<file path="src/rtl/table_fsm.sv">
// table_fsm: run-time programmable, table-driven Moore FSM.
//
// The next-state function lives in ns_tab (2**(SW+IW) entries, indexed {state,in})
// and the Moore output function in out_tab (2**SW entries, indexed by state). Both
// tables are plain registers written through the cfg_* port.
//
// Optional feature: define TABLE_FSM_STALL_DET_EN to add a sticky self-loop (stall)
// detector; without it stall_o is tied low and STALL_LIM has no effect.
//
// Ports:
//   clk          clock, rising edge
//   rst          synchronous reset, active high; dominates every other input
//   run_i        advance every cycle while high
//   step_i       single-cycle advance pulse
//   in_i         FSM input, sampled on advancing edges
//   cfg_we_i     table write strobe
//   cfg_sel_i    0 = next-state table, 1 = output table
//   cfg_addr_i   table index {state,in}; output table uses the low SW bits
//   cfg_wdata_i  write data; low SW (next-state) or OW (output) bits are stored
//   state_o      current state
//   out_o        Moore output out_tab[state]
//   match_o      state == MATCH_STATE
//   stall_o      sticky self-loop detect
module table_fsm #(
    parameter int SW          = 3,
    parameter int IW          = 1,
    parameter int OW          = 1,
    parameter int RESET_STATE = 0,
    parameter int MATCH_STATE = 1,
    parameter int STALL_LIM   = 15,
    localparam int CW         = (SW > OW) ? SW : OW
) (
    input  logic             clk,
    input  logic             rst,
    input  logic             run_i,
    input  logic             step_i,
    input  logic [IW-1:0]    in_i,
    input  logic             cfg_we_i,
    input  logic             cfg_sel_i,
    input  logic [SW+IW-1:0] cfg_addr_i,
    input  logic [CW-1:0]    cfg_wdata_i,
    output logic [SW-1:0]    state_o,
    output logic [OW-1:0]    out_o,
    output logic             match_o,
    output logic             stall_o
);
    localparam int NS = 2 ** (SW + IW);
    localparam int NO = 2 ** SW;
    localparam logic [SW-1:0] RST_S = SW'(RESET_STATE);
    localparam logic [SW-1:0] MATCH_S = SW'(MATCH_STATE);

    logic [SW-1:0] ns_tab_q [NS];
    logic [OW-1:0] out_tab_q [NO];
    logic [SW-1:0] state_q, state_d, ns_lookup;
    logic          adv;

    assign adv       = run_i | step_i;
    assign ns_lookup = ns_tab_q[{state_q, in_i}];
    assign state_d   = adv ? ns_lookup : state_q;

    // Non-blocking table writes give read-before-write: a transition in the same
    // cycle as a write to its entry uses the old contents.
    always_ff @(posedge clk) begin
        if (rst) begin
            state_q <= RST_S;
            for (int i = 0; i < NS; i++) ns_tab_q[i] <= RST_S;
            for (int i = 0; i < NO; i++) out_tab_q[i] <= '0;
        end else begin
            state_q <= state_d;
            if (cfg_we_i && cfg_sel_i) out_tab_q[cfg_addr_i[SW-1:0]] <= cfg_wdata_i[OW-1:0];
            if (cfg_we_i && !cfg_sel_i) ns_tab_q[cfg_addr_i] <= cfg_wdata_i[SW-1:0];
        end
    end

    assign state_o = state_q;
    assign out_o   = out_tab_q[state_q];
    assign match_o = state_q == MATCH_S;

`ifdef TABLE_FSM_STALL_DET_EN
    localparam int CNTW = (STALL_LIM > 0) ? $clog2(STALL_LIM + 1) : 1;
    localparam logic [CNTW-1:0] LIM = CNTW'(STALL_LIM);

    logic [CNTW-1:0] cnt_q, cnt_d, cnt_inc;
    logic            stall_q, stall_d, self_loop, sat;

    assign self_loop = adv && (ns_lookup == state_q);
    assign sat       = cnt_q == LIM;
    assign cnt_inc   = sat ? cnt_q : cnt_q + 1'b1;

    // Any config write restarts detection, since the tables may no longer loop.
    always_comb begin
        cnt_d   = cfg_we_i ? '0 : !adv ? cnt_q : self_loop ? cnt_inc : '0;
        stall_d = cfg_we_i ? 1'b0 : stall_q | (self_loop && cnt_inc == LIM);
    end

    always_ff @(posedge clk) begin
        if (rst) begin
            cnt_q   <= '0;
            stall_q <= 1'b0;
        end else begin
            cnt_q   <= cnt_d;
            stall_q <= stall_d;
        end
    end

    assign stall_o = stall_q;
`else
    assign stall_o = 1'b0;
`endif
endmodule

</file>
<file path="config.mk">
export PLATFORM = sky130hd
export DESIGN_NAME = table_fsm
export DESIGN_NICKNAME = d
export VERILOG_FILES = /design/src/rtl/table_fsm.sv
export SDC_FILE = /design/constraint.sdc
export NUM_CORES = 1
export LEC_CHECK = 0
export CAP_MARGIN = 40
export CORE_MARGIN = 8
export CORE_UTILIZATION = 30
export DETAILED_ROUTE_END_ITERATION = 8
export SLEW_MARGIN = 40
export SYNTH_ARGS = -nofsm -noshare
export SYNTH_HDL_FRONTEND = slang
export SYNTH_SLANG_ARGS = --single-unit
export TNS_END_PERCENT = 100
</file>
<file path="constraint.sdc">
create_clock -name clk -period 2.1 [get_ports clk]
set_clock_uncertainty 0.1 [all_clocks]
set_input_delay 0.21 -clock clk [delete_from_list [all_inputs] [get_ports clk]]
set_output_delay 0.21 -clock clk [all_outputs]
set_load 0.01 [all_outputs]
</file>
* Word level (Yosys, flattened, before mapping)
Memory sizes are Yosys's and may differ from the RTL's. A register that Yosys moved wholly into a read port is not among the register bits.
Cells that the tools add are included.
** Storage, ports and cells
- Input bits :: 14
- Register bits after elaboration :: 0
- Output and inout bits :: 6
- Word-level logic and storage cells :: 23
- Memories :: 2
- Memory bits (writable) :: 56
** Operators by class
- Bitwise logic cells :: 1
- Reductions and logical operators :: 5
- Equality and inequality tests :: 1
- Muxes and demuxes :: 14
** Memories
- ns_tab_q :: depth 16, bits a word 3, read ports 1, clocked after Yosys merged registers in 1, wr ports 16, line 52 : logic [SW-1:0] ns_tab_q [NS];
- out_tab_q :: depth 8, bits a word 1, read ports 1, clocked after Yosys merged registers in 0, wr ports 8, line 53 : logic [OW-1:0] out_tab_q [NO];
** Operator list (number)
- $mux W1 :: 11
- $mux W3 :: 2
- $mux W4 :: 1
- $eq A3 B1 Y1 const B :: 1
- $reduce_or A3 Y1 :: 1
- $logic_and A1 B1 Y1 :: 2
- $logic_not A1 Y1 :: 1
- $or A1 B1 Y1 :: 1
- $reduce_or A1 Y1 :: 1

* Logic depth before layout (Yosys ltp)
- Word-level depth :: 7
- Mapped depth :: 5
- Gate-level depth less buffers :: 4

* Worst setup path after synthesis
No wires, ideal clock.
- Kind :: register -> output
- Start :: register state_q[0] (netlist: state_o[0]) (read register of ns_tab_q)
- End :: output out_o
- Buffers on the path :: 1
- Path slack :: 0.491 ns
- Stages on the path, launching flop included :: 4
- Arrival time :: 1.299 ns
- Path through :: dfxtp_1 -> buf_6 -> mux4_2 -> mux2_2
** Between the ends
- Longest elaborated chain between the ends :: 1
** RTL lines
- from (decl) :: line 54 : logic [SW-1:0] state_q, state_d, ns_lookup;
- $mem_v2 Z8 W1
- to (decl) :: line 43 : output logic [OW-1:0] out_o,
No other way between the ends.

* Final worst setup path
Same ends and word-level chain as after synthesis.

==> results.sh <==
export IMPL_synthesis_area_um2=2937
export IMPL_ys_types=28
export IMPL_place_gp_congestion=0.7164
export IMPL_root_buffer="clkbuf_8"
export IMPL_antenna_found_initial=0
export IMPL_dieHeight_um=114.9
export IMPL_grt_pass1_wl_mm=9.501
export IMPL_hold_buffers=0
export IMPL_syn_to_final_growth_pct=22.62
export IMPL_first_pass_iters=4
export IMPL_powerDensity_nw_per_um2=789.2
export IMPL_r2r_start="state_o[2]"
export IMPL_cp_arrival_ns=1.72
export IMPL_power_mw=2.842
export IMPL_slew_headroom_pct=60.06
export IMPL_grt_setup_unrepaired="false"
export IMPL_cts_buffer_depth=2
export IMPL_vias=1722
export IMPL_syn_nets=227
export IMPL_grt_overflow=0
export IMPL_period_needed_ns=2.034
export IMPL_yosysTopAreaCell="edfxtp_1"
export IMPL_status="completed"
export IMPL_power_leakage_nw=1.261
export IMPL_drive_gt1_share_pct=19.14
export IMPL_clkTransAtPathRegs_ns=0.06
export IMPL_clk_latency_ns=0.33
export IMPL_final_common_cell="edfxtp_1"
export IMPL_yosysWarnings=0
export IMPL_port_buffers=18
export IMPL_routed_via_density=4.427
export IMPL_tns_ns=0
export IMPL_synth_seq_cells=59
export IMPL_cp_max_fo=3
export IMPL_hold_viol=0
export IMPL_synth_area_leaders="edfxtp_1 57%, and2_1 10%, mux4_1 7.2%"
export IMPL_end_kind="output pin"
export IMPL_ff2ff_path_depth=5
export IMPL_ys_seq_area_share_pct=59.31
export IMPL_grt_pass1_vias=1834
export IMPL_syn_inst=213
export IMPL_crit_type="flop to output pin"
export IMPL_vdd_ir_drop_max_uv=393.1
export IMPL_r2r_end="state_o[0]"
export IMPL_grtUsageTotal_pct=9.683
export IMPL_io_pins=20
export IMPL_layout_common_cells="56 x edfxtp_1, 48 x and2_1, 25 x nor2_1"
export IMPL_dpl_cell_area_um2=3398
export IMPL_synth_top_area_share_pct=57.26
export IMPL_initial_core_util_pct=30.46
export IMPL_postCtsSetupBuffers=0
export IMPL_core_area_um2=9639
export IMPL_post_route_period_util_pct=96.88
export IMPL_drt_iter0_markers=84
export IMPL_rrSetupSlack_ns=0.29
export IMPL_hp_class="primary input to flop"
export IMPL_num_antenna_cells=0
export IMPL_drtAntennaViolNets=0
export IMPL_cp_required_ns=1.79
export IMPL_clock_sinks=59
export IMPL_crit_start="state_o[0]"
export IMPL_wirelength_mm=6.059
export IMPL_cts_tree="built"
export IMPL_h_tree_depth=3
export IMPL_maxCapViolCount=0
export IMPL_post_dp_hpwl_mm=4.535
export IMPL_drc=0
export IMPL_grt_max_degree=29
export IMPL_startpoint_type="flop"
export IMPL_wl_per_cell_um=15.58
export IMPL_postSynthAreaPerCell_um2=13.79
export IMPL_dieWidth_um=114.9
export IMPL_die_area_um2=13210
export IMPL_crit_path_end="out_o"
export IMPL_worstMarginPinSlew_ns=0.5972
export IMPL_postLayoutCellArea_um2=3601
export IMPL_maxSlewViolCount=0
export IMPL_cts_buffers=9
export IMPL_final_util_pct=37.36
export IMPL_rows=36
export IMPL_finalNetCount=266
export IMPL_setup_violations=0
export IMPL_max_freq_mhz=491.5
[logic make-up (layout without fill, tap and decap cells)]
| logic type | count (synthesis) | after routing | share of synthesized area, % |
|---|---|---|---|
| mux | 21 | 21 | 14.32 |
| flops | 59 | 59 | 59.31 |
| other cells | 1 | 1 | 0.1277 |
| buf+inv | 14 | 57 | 2.514 |
| compound gates | 14 | 14 | 3.579 |
| simple gates | 104 | 104 | 20.15 |
[report_power, final]
group          switching, mW  total, mW  leakage [nW]  internal (mW)
Clock                  0.414       1.07        0.0981          0.660
Combinational          0.157      0.361         0.604          0.203
Sequential            0.0489       1.41         0.558           1.36
[worst min-delay path by stage]
| stage | from | end | slack [ns] | depth (start not counted) |
|---|---|---|---|---|
| 2_1_floorplan | cfg_wdata_i[0] | ns_tab_q[0][0] | 0.31 | 1 |
| 4_1_cts | run_i | state_o[0] | 0.53 | 3 |
| 5_1_grt | run_i | state_o[0] | 0.54 | 3 |
| 3_5_place_dp | state_o[2] | state_o[2] | 0.65 | 1 |
| 3_3_place_gp | state_o[2] | state_o[2] | 0.64 | 1 |
| 6_report | run_i | state_o[0] | 0.53 | 3 |
[synth_stat cells, drive strengths merged]
master   n
or3b     2
nand2    3
nand3    1
mux4    14
nand3b   4
or3      1
mux2i    3
nor2    25
and2    48
inv      1
nand2b   1
dfxtp    3
a311oi   3
clkbuf   7
nor3b    2
a21oi    3
or2     17
buf      6
o21bai   8
conb     1
mux2     4
edfxtp  56
[worst max-delay path, stage by stage, from the launching register on]
cell	delay (ns)
dfxtp_4	0.38
mux4_2	0.49
mux2_2	0.29
clkdlybuf4s15_1	0.24
[state kept, by name, summed over array words and instances (netlist names)]
signal	count
out_tab_q	8
ns_tab_q	48
state_o	3
[routing by layer]
layer  GRT usage (%)  vias to the layer above  routed length (µm)
met5               0                        -                   0
met4           4.466                        0                  84
met3           2.574                        9                 227
met2           15.51                       23                2878
met1           11.95                      833                2869
li1                -                      857                   -
[through the flow]
stage / std cells / setup WS (ns) / hold slack, ns
after detailed placement: 374 / -0.03054 / 0.6528
after CTS: 389 / 0.0003572 / 0.5267
final: 389 / 0.06552 / 0.5328
after global routing: 389 / 0.008275 / 0.5351
after global placement: 374 / -0.01800 / 0.6358
after floorplan: 213 / 0.4912 / 0.3082
[what timing repair did]
action,in CTS,in global routing
resized for setup,3,1
pin swaps,0,0
setup endpoints to repair,1,1
[layout make-up]
class,instances,area (µm²)
clock inverters,3,63.81
inverters,1,3.754
fillers,943,6038
well taps,133,166.4
flip-flops and latches,59,1745
multi-input cells,140,1121
clock buffers,12,135.1
repair buffers,41,365.4
Note: power is estimated with default switching activity, not from simulation.
